`src/rtl/fetch_pkg.sv`:
```
// Shared types and constants for the instruction fetch buffer.
// A bundle is one aligned pair of 32-bit instructions plus the address of the first one.
package fetch_pkg;

  localparam int FETCH_BYTES = 8;

  typedef struct packed {
    logic [31:0] pc;
    logic [31:0] instr0;
    logic [31:0] instr1;
  } fetch_bundle_t;

  // True when an incoming pc breaks the straight-line sequence or the 8-byte alignment.
  function automatic logic pc_out_of_seq(input logic [31:0] pc,
                                         input logic [31:0] last_pc,
                                         input logic        last_valid);
    logic misaligned;
    logic jumped;
    misaligned = (pc[2:0] != 3'b000);
    jumped     = last_valid && (pc != last_pc + 32'(FETCH_BYTES));
    return misaligned || jumped;
  endfunction

endpackage

```
`src/rtl/fetch_buffer.sv`:
```
// Circular queue of fetch bundles between the fetch stage and decode.
// Flush (branch redirect) empties it; seq_err latches any pc discontinuity until reset.
module fetch_buffer
  import fetch_pkg::*;
#(
  parameter int DEPTH = 4
) (
  input  logic                     clk,
  input  logic                     reset,
  input  logic                     fetch_valid,
  input  logic [31:0]              fetch_pc,
  input  logic [31:0]              fetch_instr0,
  input  logic [31:0]              fetch_instr1,
  input  logic                     flush,
  output logic                     stall,
  output logic                     dec_valid,
  input  logic                     dec_ready,
  output logic [31:0]              dec_pc,
  output logic [31:0]              dec_instr0,
  output logic [31:0]              dec_instr1,
  output logic [$clog2(DEPTH):0]   count,
  output logic                     seq_err
);

  localparam int PW = $clog2(DEPTH);
  localparam int CW = PW + 1;

  fetch_bundle_t mem [DEPTH];
  fetch_bundle_t head;

  logic [PW-1:0] rd_ptr;
  logic [PW-1:0] wr_ptr;
  logic [31:0]   last_pc;
  logic          last_pc_valid;
  logic          enq;
  logic          deq;

  // stall and dec_valid come only from the registered occupancy
  assign stall     = (count == CW'(DEPTH));
  assign dec_valid = (count != '0);

  assign enq = fetch_valid && !stall && !flush;
  assign deq = dec_valid && dec_ready && !flush;

  assign head       = mem[rd_ptr];
  assign dec_pc     = dec_valid ? head.pc     : 32'h0;
  assign dec_instr0 = dec_valid ? head.instr0 : 32'h0;
  assign dec_instr1 = dec_valid ? head.instr1 : 32'h0;

  // Storage is deliberately not reset; occupancy alone qualifies it.
  always_ff @(posedge clk) begin
    if (enq)
      mem[wr_ptr] <= fetch_bundle_t'{pc: fetch_pc, instr0: fetch_instr0, instr1: fetch_instr1};
  end

  always_ff @(posedge clk or posedge reset) begin
    if (reset) begin
      rd_ptr        <= '0;
      wr_ptr        <= '0;
      count         <= '0;
      last_pc       <= 32'h0;
      last_pc_valid <= 1'b0;
    end else if (flush) begin
      rd_ptr        <= '0;
      wr_ptr        <= '0;
      count         <= '0;
      last_pc_valid <= 1'b0;
    end else begin
      // pointer width equals log2(DEPTH), so the increment wraps on its own
      if (enq) wr_ptr <= wr_ptr + PW'(1);
      if (deq) rd_ptr <= rd_ptr + PW'(1);
      count <= count + CW'(enq) - CW'(deq);
      if (enq) begin
        last_pc       <= fetch_pc;
        last_pc_valid <= 1'b1;
      end
    end
  end

  // Sticky across flush; only reset clears it.
  always_ff @(posedge clk or posedge reset) begin
    if (reset)
      seq_err <= 1'b0;
    else if (enq && pc_out_of_seq(fetch_pc, last_pc, last_pc_valid))
      seq_err <= 1'b1;
  end

endmodule
```
`config.mk`:
```
export PLATFORM = sky130hd
export DESIGN_NAME = fetch_buffer
export DESIGN_NICKNAME = d
export VERILOG_FILES = /design/src/rtl/fetch_pkg.sv /design/src/rtl/fetch_buffer.sv
export SDC_FILE = /design/constraint.sdc
export NUM_CORES = 1
export LEC_CHECK = 0
export BUFFER_PORTS_ARGS = -buffer_cell sky130_fd_sc_hd__buf_2
export CORE_MARGIN = 1
export CORE_UTILIZATION = 63
export DETAILED_ROUTE_END_ITERATION = 16
export MAX_ROUTING_LAYER = met4
export PLACE_DENSITY = 0.85
export SLEW_MARGIN = 20
export SYNTH_ARGS = -nofsm -noshare
export SYNTH_HDL_FRONTEND = slang
export SYNTH_SLANG_ARGS = --single-unit
```
`constraint.sdc`:
```
create_clock -name clk -period 6.5 [get_ports clk]
set_clock_uncertainty 0.15 [all_clocks]
set_input_delay 0.65 -clock clk [delete_from_list [all_inputs] [get_ports clk]]
set_output_delay 0.65 -clock clk [all_outputs]
set_load 0.01 [all_outputs]
```
* Word level (Yosys, flattened, before mapping)
Memories as Yosys holds them, arrays and structs flattened.
Index checks and enable logic that the tools add are counted.
** Word-level totals
- Bits in registers :: 41
- Output and inout port bits :: 102
- Memories :: 1
- Input bits :: 101
- Logic and storage cells :: 41
- Bits in writable memories :: 384
** Memories
- mem :: depth 4, bits a word 96, rd ports 1, clocked after Yosys merged registers in 0, write ports 1, line fetch_buffer.sv:28 : fetch_bundle_t mem [DEPTH];
** Cells by class
- Equality and inequality tests :: 2
- Mux-type cells :: 12
- Bitwise logic cells :: 1
- Reductions and logical operators :: 14
- Add/subtract/negate cells :: 5
** Operators by type and width (number)
- 32-bit 2-to-1 mux :: 3
- 32-bit by 4-bit adder with 32-bit output (second input constant) :: 1
- 32-bit inequality test :: 1
- 2-bit 2-to-1 mux :: 4
- 1-bit logical AND :: 6
- 3-bit nonzero test :: 2
- 2-bit by 1-bit adder with 2-bit output (second input constant) :: 2
- 1-bit 2-to-1 mux :: 4
- 2-bit nonzero test :: 2
- 3-bit by 1-bit adder with 3-bit output :: 1
- 3-bit equality test (second input constant) :: 1
- 3-bit 2-to-1 mux :: 1
- 3-bit by 1-bit subtractor with 3-bit output :: 1
- 1-bit zero test :: 2
- 2-bit AND reduction :: 1
- 1-bit logical OR :: 1
- 1-bit NOT :: 1

* Longest topological paths before layout
- Depth after elaboration :: 7
- Depth in mapped cells :: 12
- Gate-level depth less buffers :: 10

* Worst setup path after synthesis
OpenSTA, ideal clock, no wires.
- Path type :: in2reg
- From :: input port flush
- To :: memory mem[0][0] (netlist name) (enable)
- Slack :: 1977 ps
- Stages :: 5
- Setup time :: 466 ps
- Buffers on the path :: 3
- Arrival :: 3908 ps
- Cell sequence :: clkbuf_1 > nor2_1 > buf_1 > clkbuf_1 > and2_1
** Between the ends
- Longest elaborated chain between the ends :: 4
** Ends and longest elaborated chain
- start, declared :: line fetch_buffer.sv:14 : input logic flush,
- 1-bit zero test :: line fetch_buffer.sv:42 : assign enq = fetch_valid && !stall && !flush;
- 1-bit logical AND :: line fetch_buffer.sv:42
- 1-bit 2-to-1 mux :: line fetch_buffer.sv:52 : if (enq)
- 1-bit 2-to-1 mux (not written as such) :: line fetch_buffer.sv:53 : mem[wr_ptr] <= fetch_bundle_t'{pc: fetch_pc, instr0: fetch_instr0, instr1: fetch_instr1};
- end, declared :: line fetch_buffer.sv:28
Every way passes these cells.

* Worst setup path in the final report
- From :: register rd_ptr[1]
- To :: output port dec_instr0[28]
** Between the ends
- Longest elaborated chain between the ends :: 2
** Ends and longest elaborated chain
- start, declared :: line fetch_buffer.sv:31 : logic [PW-1:0] rd_ptr;
- start signal, assigned :: line fetch_buffer.sv:71 : if (deq) rd_ptr <= rd_ptr + PW'(1);
- memory 4 x 96 bit
- 32-bit 2-to-1 mux :: line fetch_buffer.sv:47 : assign dec_instr0 = dec_valid ? head.instr0 : 32'h0;
- end, declared :: line fetch_buffer.sv:19 : output logic [31:0] dec_instr0,
Every way passes these cells.

==> summary.txt <==
================================================================================
Worst vdd rail ir drop ............................................     0.221 mV
Critical-path maximum fanout ......................................           62
Worst hold slack ..................................................     0.160 ns
Share of synthesized registers carrying an async set or reset .....       0.0965
Final min period ..................................................      3.80 ns
Post-Synthesis Cell Area ..........................................  17200 sq um
Unrepaired setup endpoints after global routing ...................           no
Met2 track demand over resource ...................................        0.446
Global-route wire length before repair ............................     54500 um
Worst min-delay path class ........................................  in -> async
Hold Fails Final Rpt ..............................................            0
Die area ..........................................................  28000 sq um
Maximum capacitance violations ....................................            0
Clock slew at reported path FFs ...................................      0.06 ns
DRC errors left ...................................................            0
Number of nets still failing antenna checks after routing .........            0
Critical path data required time ..................................      5.70 ns
Skew-Pair Late Insertion Delay ....................................      0.53 ns
Final HPWL from detailed placement ................................     21000 um
Number of sinks handled by clock tree synthesis ...................          425
TritonCTS clock tree ..............................................          yes
Worst-case headroom to the max-slew limit .........................        0.291
Post-cts hold buffer count ........................................            0
Worst-case setup slack after placement ............................      2.59 ns
Clock buffer depth ................................................            3
Pleak .............................................................      6.91 nW
Syn nets ..........................................................          996
Count of vias placed by the detailed router .......................         9197
Arrival time at the worst endpoint ................................      3.00 ns
Average routed wire per standard cell .............................      24.7 um
First-pass detailed-route iteration total .........................            5
Routed wire length ................................................     36500 um
Setup total negative slack ........................................         0 ns
Final estimated routing congestion in global placement ............        0.827
Share of cells above drive strength 1 .............................        0.367
Outcome ........................................................... finished clean
Residual overflow from global routing .............................            0
Initial antenna violation count ...................................            7
Number of global-route vias before repair .........................         9202
Port-buffer cells .................................................          202
Yosys Warn Count ..................................................            0
Number of standard-cell rows in the floorplan .....................           60
Post-cts repair resize count ......................................            0
Distinct cell type count of the synthesized netlist ...............           54
Area inside the core boundary .....................................  26900 sq um
Critical path type ................................................   reg -> out
Layout-stage area growth over the synthesis result ................        15.5%
Sequential cell area fraction in the yosys report .................        0.728
Number of buffers created by CTS ..................................           41
Die height ........................................................       167 um
Final layout net count ............................................         1205
Worst setup slack after layout ....................................      2.70 ns
Setup fix buffers added after clock tree synthesis ................            0
Most instantiated flip-flop cell in the synthesis netlist .........     edfxtp_1
Fillers ...........................................................         1485
Root cell of the clock tree .......................................    clkbuf_16
Max Clock Freq ....................................................    0.263 GHz
Slew of the pin with the lowest slew margin .......................      1.06 ns
Number of pins exceeding their max-slew limit in the final report .            0
Mean Syn Cell Area ................................................   19.4 sq um
Post-synthesis instance total .....................................          887
Post-synth EDFFs ..................................................          384
Effective utilization at floorplan ................................        0.641
Maximum number of pins on one net before global-route repair ......          100
Met1 track demand over resource in global routing .................        0.351
Most used routing layer ...........................................         met2
Final setup viols .................................................            0
Detailed Route Iter0 Violations ...................................          870
Chip Width ........................................................       167 um
Period utilisation layout .........................................        0.585
Nature of the critical path endpoint .............................. primary output
Total global routing track utilization ............................        0.272
Type of element launching the critical path .......................         flop
Number of H-tree levels ...........................................            2
Power density over cell area ......................................  379 nW/um^2
Synth Register Bits ...............................................          425
Met3 track demand over resource ...................................       0.0511
Via density per instance ..........................................         6.23
I/O pins ..........................................................          203
================================================================================
per-layer routing:
layer  wire length (um)  vias up  share of wire
li1                   -     3958              -
met1              13700     4705           0.37
met2              19200      477           0.53
met3               2870       57          0.079
met4                754        0          0.021
met5                  0        -              0
cells by family after synthesis:
logic type               synth area share
AO/OA/AOI/OAI                      0.0128
XOR/XNOR                           0.0224
adder cells (fa/ha/maj)           0.00624
buffers and inverters              0.0130
flip-flops                          0.728
multiplexers                        0.148
AND/OR/NAND/NOR                    0.0692
cells in the final DEF, fill, tap and decap left out, types with 10 or more instances in the layout:
| cell type | count |
|---|---|
| buf_2 | 202 |
| clkbuf_1 | 14 |
| nand2_1 | 17 |
| mux4_2 | 96 |
| dfrtp_1 | 39 |
| nand4_1 | 12 |
| edfxtp_1 | 384 |
| and2_1 | 97 |
| inv_1 | 10 |
| mux2_2 | 33 |
| xnor2_1 | 30 |
| clkbuf_16 | 41 |
| nor2_1 | 14 |
| xor2_1 | 14 |
flip-flops by register name, summed over array words and instances, names as in the netlist:
signal,cells
wr_ptr,2
last_pc_valid,1
last_pc,32
rd_ptr,2
seq_err,1
mem,384
count,3
worst paths after layout:
kind / from / endpoint / slack (ns) / cells past startpoint
max: rd_ptr[1]$_DFFE_PP0P_ / dec_instr0[28] / 2.70 / 4
max reg2reg: count[2]$_DFF_PP0_ / mem[0][55]$_DFFE_PP_ / 3.20 / 5
max in group asynchronous: reset / rd_ptr[0]$_DFFE_PP0P_ / 5.60 / 3
min reg2reg: last_pc[1]$_DFFE_PP0P_ / last_pc[1]$_DFFE_PP0P_ / 0.37 / 1
min: reset / rd_ptr[1]$_DFFE_PP0P_ / 0.16 / 3
min in group clk: fetch_instr1[28] / mem[1][28]$_DFFE_PP_ / 0.19 / 1
cells in the mapped netlist, types with 2 or more instances:
| master | instances | area (sq um) |
|---|---|---|
| edfxtp_1 | 384 | 11500 |
| and2_1 | 101 | 632 |
| mux4_2 | 96 | 2160 |
| dfrtp_1 | 41 | 1030 |
| mux2_2 | 33 | 372 |
| xnor2_1 | 30 | 263 |
| clkbuf_1 | 25 | 93.8 |
| nand2_1 | 17 | 63.8 |
| nor2_1 | 15 | 56.3 |
| buf_2 | 14 | 70.1 |
| xor2_1 | 14 | 123 |
| nand4_1 | 12 | 75.1 |
| inv_1 | 10 | 37.5 |
| ha_1 | 7 | 87.6 |
| nand3_1 | 7 | 35.0 |
| a21oi_1 | 6 | 30.0 |
| buf_1 | 6 | 22.5 |
| nor4_1 | 6 | 37.5 |
| o21ai_0 | 6 | 30.0 |
| a31oi_1 | 5 | 31.3 |
| nor3_1 | 4 | 20.0 |
| or3_1 | 4 | 25.0 |
| nor3b_1 | 3 | 22.5 |
| a21o_1 | 2 | 15.0 |
| and3_1 | 2 | 12.5 |
| and4_1 | 2 | 17.5 |
| mux2i_1 | 2 | 20.0 |
| nand2b_1 | 2 | 12.5 |
| nand4b_1 | 2 | 17.5 |
| nor2b_1 | 2 | 12.5 |
| nor4_4 | 2 | 42.5 |
| o22ai_1 | 2 | 12.5 |
| or3b_2 | 2 | 17.5 |
area by class of cell:
cell class	count	area, sq um	area share
repair buffers	211	1110	0.0558
clock inverters	18	169	0.00848
flip-flops and latches	425	12600	0.631
clock buffers	57	1110	0.0555
well taps	341	427	0.0214
multi-input cells	407	4480	0.225
diodes	8	20.0	0.00101
inverters	10	37.5	0.00189
worst max-delay path, cell delays in order, from the launching register on:
cell,delay [ns]
dfrtp_4,1.05
buf_4,0.61
mux4_2,0.41
and2_1,0.21
buf_2,0.15
per-stage QoR:
step	instances	total power, mW	util	area [sq um]
final	1477	7.55	0.741	19900
after global placement	1393	5.25	0.692	18600
after floorplan	887	4.65	-	17200
after global routing	1477	7.84	0.741	19900
after detailed placement	1393	5.31	0.692	18600
after CTS	1468	7.58	0.739	19900
report_power, final:
part	switching [mW]	internal [mW]	total (mW)
logic	0.969	0.885	1.85
clock network	0.964	1.31	2.28
registers	0.210	3.21	3.42
(Power assumes the default switching activity.)
